<file path="src/rtl/mem_access_ctrl_pkg.sv">
// Shared definitions for the load/store sequencer: state encoding and the
// address/data width defaults that match the datapath (ALUOut, SrcA, ReadData).
package mem_access_ctrl_pkg;

  localparam int unsigned AW_DEF      = 8;   // ALUOut width
  localparam int unsigned DW_DEF      = 8;   // ReadData / SrcA width
  localparam int unsigned TIMEOUT_DEF = 15;  // max REQ cycles before abort
  localparam int unsigned CNT_W       = 4;   // wait counter width

  // Sequencer states; encoding is fixed so it lines up with the datapath docs.
  typedef enum logic [1:0] {
    S_IDLE = 2'd0,
    S_REQ  = 2'd1,
    S_DONE = 2'd2
  } state_t;

endpackage

</file>
<file path="src/rtl/mem_wait_timer.sv">
// REQ wait counter with terminal-count compare. Used by mem_access_ctrl only
// when MEM_TIMEOUT_EN is defined. o_expire fires in the REQ cycle whose
// increment would bring the count to TIMEOUT, so the request is held for
// exactly TIMEOUT cycles before it is abandoned.
module mem_wait_timer
  import mem_access_ctrl_pkg::*;
#(
  parameter int unsigned TIMEOUT = TIMEOUT_DEF
) (
  input  logic clk,
  input  logic rst,
  input  logic i_clear,
  input  logic i_inc,
  output logic o_expire
);

  logic [CNT_W-1:0] r_cnt;

  // Wait counter: cleared outside REQ, so it starts from zero on every entry.
  always_ff @(posedge clk or negedge rst) begin
    if (!rst) begin
      r_cnt <= '0;
    end else if (i_clear) begin
      r_cnt <= '0;
    end else if (i_inc) begin
      r_cnt <= r_cnt + CNT_W'(1);
    end
  end

  assign o_expire = i_inc & (r_cnt == CNT_W'(TIMEOUT - 1));

endmodule

</file>
<file path="src/rtl/mem_access_ctrl.sv">
// Load/store sequencer between the datapath and the data RAM.
// Latches the address/store data on a request, runs a req/ack handshake with
// the RAM, registers the load result, and stalls the PC/register write until
// the access retires in DONE.
// Optional feature: define MEM_TIMEOUT_EN to abort a request that has waited
// TIMEOUT cycles without ack (ReadData <= all-ones for a load, err pulses).
module mem_access_ctrl
  import mem_access_ctrl_pkg::*;
#(
  parameter int unsigned AW      = AW_DEF,
  parameter int unsigned DW      = DW_DEF,
  parameter int unsigned TIMEOUT = TIMEOUT_DEF
) (
  input  logic          clk,
  input  logic          rst,
  input  logic          mem_read,
  input  logic          mem_write,
  input  logic [AW-1:0] addr,
  input  logic [DW-1:0] wdata,
  output logic [DW-1:0] ReadData,
  output logic          stall,
  output logic          err,
  output logic          mem_req,
  output logic          mem_we,
  output logic [AW-1:0] mem_addr,
  output logic [DW-1:0] mem_wdata,
  input  logic [DW-1:0] mem_rdata,
  input  logic          mem_ack
);

  state_t        r_state;
  state_t        w_next;
  logic [AW-1:0] r_addr;
  logic [DW-1:0] r_wdata;
  logic          r_we;
  logic [DW-1:0] r_rdata;
  logic          w_start;
  logic          w_ack_ok;
  logic          w_abort;
  logic          w_expire;

  // State register.
  // NOTE: sequential state uses non-blocking (<=) so every flop samples the
  // pre-edge values; blocking here would make results depend on block order.
  always_ff @(posedge clk or negedge rst) begin
    if (!rst) begin
      r_state <= S_IDLE;
    end else begin
      r_state <= w_next;
    end
  end

  // Next-state decode plus the one-cycle event strobes for the datapath regs.
  // NOTE: every output of this block gets a default first; a path that
  // leaves one unassigned would infer a latch.
  always_comb begin
    w_next   = r_state;
    w_start  = 1'b0;
    w_ack_ok = 1'b0;
    w_abort  = 1'b0;
    unique case (r_state)
      S_IDLE: begin
        if (mem_read | mem_write) begin
          w_start = 1'b1;
          w_next  = S_REQ;
        end
      end
      S_REQ: begin
        // An ack in the very first REQ cycle is accepted; ack wins over expiry.
        if (mem_ack) begin
          w_ack_ok = 1'b1;
          w_next   = S_DONE;
        end else if (w_expire) begin
          w_abort = 1'b1;
          w_next  = S_DONE;
        end
      end
      S_DONE: begin
        // Request inputs still belong to the retiring instruction: ignore them.
        w_next = S_IDLE;
      end
      default: begin
        w_next = S_IDLE;
      end
    endcase
  end

  // Access latches and the load result register.
  // A store (including read+write together) never touches r_rdata.
  always_ff @(posedge clk or negedge rst) begin
    if (!rst) begin
      r_addr  <= '0;
      r_wdata <= '0;
      r_we    <= 1'b0;
      r_rdata <= '0;
    end else begin
      if (w_start) begin
        r_addr  <= addr;
        r_wdata <= wdata;
        r_we    <= mem_write;
      end
      if (w_ack_ok && !r_we) begin
        r_rdata <= mem_rdata;
      end else if (w_abort && !r_we) begin
        r_rdata <= '1;
      end
    end
  end

`ifdef MEM_TIMEOUT_EN
  logic r_err;

  mem_wait_timer #(
    .TIMEOUT (TIMEOUT)
  ) u_wait_timer (
    .clk      (clk),
    .rst      (rst),
    .i_clear  (r_state != S_REQ),
    .i_inc    ((r_state == S_REQ) & ~mem_ack),
    .o_expire (w_expire)
  );

  // Abort pulse: high for the single DONE cycle that follows an expiry.
  always_ff @(posedge clk or negedge rst) begin
    if (!rst) begin
      r_err <= 1'b0;
    end else begin
      r_err <= w_abort;
    end
  end

  assign err = r_err;
`else
  logic w_unused_timeout;

  assign w_expire         = 1'b0;
  assign err              = 1'b0;
  assign w_unused_timeout = |TIMEOUT;
`endif

  // mem_req is decoded straight from the state so an async reset drops it at
  // once; a late ack then lands in IDLE and is ignored.
  assign mem_req   = (r_state == S_REQ);
  assign mem_we    = r_we;
  assign mem_addr  = r_addr;
  assign mem_wdata = r_wdata;
  assign ReadData  = r_rdata;
  assign stall     = ((r_state == S_IDLE) & (mem_read | mem_write)) | (r_state == S_REQ);

endmodule

</file>
<file path="config.mk">
export PLATFORM = sky130hd
export DESIGN_NAME = mem_access_ctrl
export DESIGN_NICKNAME = d
export VERILOG_FILES = /design/src/rtl/mem_access_ctrl_pkg.sv /design/src/rtl/mem_wait_timer.sv /design/src/rtl/mem_access_ctrl.sv
export SDC_FILE = /design/constraint.sdc
export NUM_CORES = 1
export LEC_CHECK = 0
export CAP_MARGIN = 20
export CORE_MARGIN = 3
export CORE_UTILIZATION = 60
export CTS_CLUSTER_SIZE = 10
export DETAILED_ROUTE_END_ITERATION = 7
export DONT_BUFFER_PORTS = 1
export PLACE_DENSITY = 0.76
export SKIP_LAST_GASP = 1
export SYNTH_ARGS = -nofsm -noshare
export SYNTH_HDL_FRONTEND = slang
export SYNTH_SLANG_ARGS = --single-unit
</file>
<file path="constraint.sdc">
create_clock -name clk -period 1.56 [get_ports clk]
set_input_delay 0.234 -clock clk [delete_from_list [all_inputs] [get_ports clk]]
set_output_delay 0.234 -clock clk [all_outputs]
set_load 0.005 [all_outputs]
</file>
# --- Yosys cells after proc, flatten, opt, wreduce, memory -nomap -nowiden ---
# Index checks and enable logic that the tools add are counted.
# Widths: inputs -> output; s select.
op_classes:
  bitwise: 3
  n_mux: 8
  eq_ne: 3
  n_reduce_logical: 4
op_table:
  columns: ["operator", "count"]
  rows:
  - ["$mux 8", 1]
  - ["$mux 1", 4]
  - ["$mux 2", 2]
  - ["$ne 2x1->1 const B", 2]
  - ["$pmux 2 s2", 1]
  - ["$eq 2x1->1 const B", 1]
  - ["$logic_not 2->1", 1]
  - ["$or 1x1->1", 2]
  - ["$reduce_and 2->1", 1]
  - ["$and 1x1->1", 1]
  - ["$logic_and 1x1->1", 1]
  - ["$logic_not 1->1", 1]
totals:
  word_cells: 23
  input_bits: 29
  reg_bits: 27
  output_inout_bits: 28

# --- Depth between registers and ports, before layout ---
logic_depth:
  ltp_word: 4
  ltp_mapped: 5
  depth_no_buf: 3

# --- Worst setup path after synthesis ---
# Ideal clock, no wire load.
synth_timing:
  path_kind: "flip-flop to flip-flop"
  start: "reg r_state[1]"
  end: "reg r_addr[0], in the netlist mem_addr[0]"
  stages_incl_launch_ff: 6
  t_required_ns: 1.435
  path_buffers: 2
  arrival_ns: 1.242
  setup_ns: 0.125
  period_less_slack_ns: 1.367
  path_slack_ns: 0.193
  cell_sequence: "dfrtp_1 -> nor2_1 -> o21a_1 -> buf_6 -> buf_12 -> mux2_4"
synth_between:
  elab_chain_len: 2
synth_rtl:
  columns: ["element", "line_no", "rtl"]
  rows:
  - ["start, declared", "mem_access_ctrl.sv:31", "state_t r_state;"]
  - ["start signal, assigned", "mem_access_ctrl.sv:49", "r_state <= w_next;"]
  - ["$logic_not 2->1", "mem_access_ctrl.sv:61", "unique case (r_state)"]
  - ["$mux 1", "mem_access_ctrl.sv:61", null]
  - ["end signal, assigned", "mem_access_ctrl.sv:98", "r_addr <= addr;"]
  - ["end, declared", "mem_access_ctrl.sv:33", "logic [AW-1:0] r_addr;"]
# No other way between the ends.
# A chain may end at the register's enable or synchronous reset.

# --- Worst setup path in the final report ---
layout_timing:
  start: "reg r_state[1]"
  end: "reg r_addr[3], in the netlist mem_addr[3]"
# The elaborated chain is that of the path after synthesis.

==> results.yml <==
drt:
  first_pass_iters: 4
  num_vias: 542
  vias_per_cell: 5.65
  drc: 0
  avgRoutedWirePerCell_um: 19.3
  ant_nets: 0
  finalWirelength_um: 1850
  drt_iter0_drc: 6
power:
  pwr-share-seq: 0.570
  peakVddDrop_v: 0.00125
  p_sw_frac: 0.291
  p_leak_nw: 0.557
  internal_power_w: 0.00164
  power_density_nw_per_um2: 1880
  combPwrFrac: 0.308
  clockPowerShare: 0.122
  power_w: 0.00231
  p_sw_w: 0.000673
timing:
  rsz0062_at_grt: "false"
  slew_viol_final: 0
  setup_viol: 0
  final_hold_viol_count: 0
  setup_ws_ns: 0.113
  period_share: 0.928
  period_minus_slack_ns: 1.45
  fin_skew_ns: 0.00273
  setup_tns_ns: 0
  clock.fmax_ghz: 0.691
worst_hold_path:
  hp-class: "input port to flop"
  hold_path_depth: 1
  min_to: "mem_addr[0]$_DFFE_PN0P_"
  worstHoldStart: "addr[0]"
cells_and_area:
  drive_above_1_share: 0.465
  fin_cells: 96
  num_antenna_cells: 0
  seqCellArea_um2: 676
  final_cell_mix: "dfrtp_1 (27), mux2_4 (18), mux2_2 (6)"
  nets: 101
  fillers: 135
  areaGrowthSynthToFinish_pct: 7.80
  multi_input_area_um2: 413
  mostFrequentLayoutCell: "dfrtp_1"
  fin_util: 0.696
yosys:
  synth_nets: 95
  synth.ff_latch_count: 27
  avgSynthCellArea_um2: 17.3
  netlist_instances: 66
  synth.distinct_cells: 16
  syn-cell-area_um2: 1140
  ys.warnings.count: 0
  ys_seq_area_frac: 0.593
cts:
  clkSlewWorstSetupHoldPaths_ns: 0.13
  clk_path_buf_depth: 2
  insertion_delay_ns: 0.31
  htreeDepth: 1
  numCtsBuffers: 3
  cts_tree: "built"
  ctsResizeCount: 0
  clockRootBuffer: "clkbuf_4"
  clkSinkCount: 27
setup_path:
  r2r_slack_ns: 0.11
  crit_chain: "nor2_1, o21a_1, buf_12, mux2_2"
  timing.rr.start: "r_state[1]$_DFFE_PN0P_"
  r2r_end: "mem_addr[3]$_DFFE_PN0P_"
  cp_slowest_cell: "dfrtp_1"
  crit_required_ns: 1.77
  crit_fanout: 16
  cp_slowest_stage_delay_ns: 0.44
  r2r_cells: 4
  worstPathArrival_ns: 1.66
  crit_path_start_kind: "flop"
  critical_path_class: "flop to flop"
  end_kind: "flop"
grt:
  grt_pass1_wl_um: 3070
  grt_max_degree: 28
  track_usage: 0.166
  grt.overflow.total: 0
  grt_pass1_vias: 614
  antenna_found_initial: 0
placement:
  dp.cells: 88
  dp_hpwl_um: 1330
  io_buffers: 0
  gp_congestion: 0.730
  place_worst_setup_slack_ns: 0.0853
floorplanning:
  start_util: 0.645
  die_w_um: 49.6
  ios: 57
  rows: 15
  dieArea_um2: 2460
  die_h_um: 49.6
  core_area_um2: 1760
outcome:
  status: "finished, final reports clean"
job:
  maxCapViolCount: 0
-- power by group through the flow --
stage	Sequential [W]	Clock [W]	Combinational, W
after global placement	0.00134	0	0.000637
after global routing	0.00137	0.000325	0.000765
after CTS	0.00133	0.000299	0.000700
after detailed placement	0.00134	0	0.000670
final	0.00132	0.000282	0.000711
after floorplan	0.00126	0	0.000635
-- layout make-up --
| type | count | share of cell area |
|---|---|---|
| clock buffer | 3 | 0.0183 |
| clock inverter | 1 | 0.00408 |
| sequential | 27 | 0.550 |
| tap | 25 | 0.0255 |
| timing repair buffer | 5 | 0.0652 |
| multi-input combinational | 35 | 0.336 |
-- registers in the layout, summed over array words and instances (netlist names) --
register and count:
mem_we 1, mem_addr 8, ReadData 8, r_state 2, mem_wdata 8
-- per-layer routing --
metal	wire length, um	track usage
met5	0	0
met4	10	0.0415
met2	986	0.280
met3	201	0.0937
met1	652	0.179
-- worst max path at each step --
stage / slack (ns) / cells after the start / end / startpoint
4_1_cts: 0.06 / 3 / ReadData[3]$_DFFE_PN0P_ / r_state[1]$_DFFE_PN0P_
6_report: 0.11 / 4 / mem_addr[3]$_DFFE_PN0P_ / r_state[1]$_DFFE_PN0P_
5_1_grt: 0.06 / 4 / mem_addr[3]$_DFFE_PN0P_ / r_state[1]$_DFFE_PN0P_
3_3_place_gp: 0.16 / 3 / ReadData[0]$_DFFE_PN0P_ / r_state[1]$_DFFE_PN0P_
2_1_floorplan: 0.19 / 5 / mem_addr[0]$_DFFE_PN0P_ / r_state[1]$_DFFE_PN0P_
3_5_place_dp: 0.09 / 3 / ReadData[1]$_DFFE_PN0P_ / r_state[1]$_DFFE_PN0P_
-- stage by stage --
step / cell area (um^2) / hold WS, ns
2_1_floorplan: 1140 / -0.0616
3_3_place_gp: 1140 / -0.0609
3_5_place_dp: 1140 / -0.0610
4_1_cts: 1210 / 0.0440
5_1_grt: 1230 / 0.0201
6_report: 1230 / 0.0554
-- cells by family after synthesis --
| logic type | after synthesis | share of synthesized area |
|---|---|---|
| flip-flops | 27 | 0.593 |
| other | 1 | 0.00329 |
| buffers and inverters | 4 | 0.0440 |
| multiplexers | 24 | 0.297 |
| AO/OA/AOI/OAI | 3 | 0.0209 |
| AND/OR/NAND/NOR | 7 | 0.0418 |
-- synthesized netlist by cell type --
| master | n | area (um^2) |
|---|---|---|
| nor2_1 | 2 | 7.51 |
| nor2b_4 | 1 | 13.8 |
| a211oi_1 | 1 | 7.51 |
| mux2_2 | 6 | 67.6 |
| a22o_1 | 1 | 8.76 |
| buf_12 | 1 | 20.0 |
| mux2_4 | 18 | 270 |
| dfrtp_1 | 27 | 676 |
| nor3_1 | 1 | 5.00 |
| o21a_1 | 1 | 7.51 |
| nand2_1 | 1 | 3.75 |
| buf_4 | 1 | 7.51 |
| and3b_1 | 1 | 8.76 |
| conb_1 | 1 | 3.75 |
| and2b_2 | 1 | 8.76 |
| buf_6 | 2 | 22.5 |
-- critical path, delay by kind of cell, from the launching register on --
kind                   cells  cell delay, ns
buffers and inverters      1            0.17
and+or+nand+nor            1            0.18
DFF                        1            0.44
AOI/OAI and AO/OA          1            0.20
muxes                      1            0.35
-- repair_timing --
item | CTS | global route
endpoints found under the setup margin | 0 | 8
setup buffers | 0 | 1
hold buffers | 3 | 0
hold endpoints to repair | 28 | 0
Note: power is estimated with default switching activity, not from simulation.
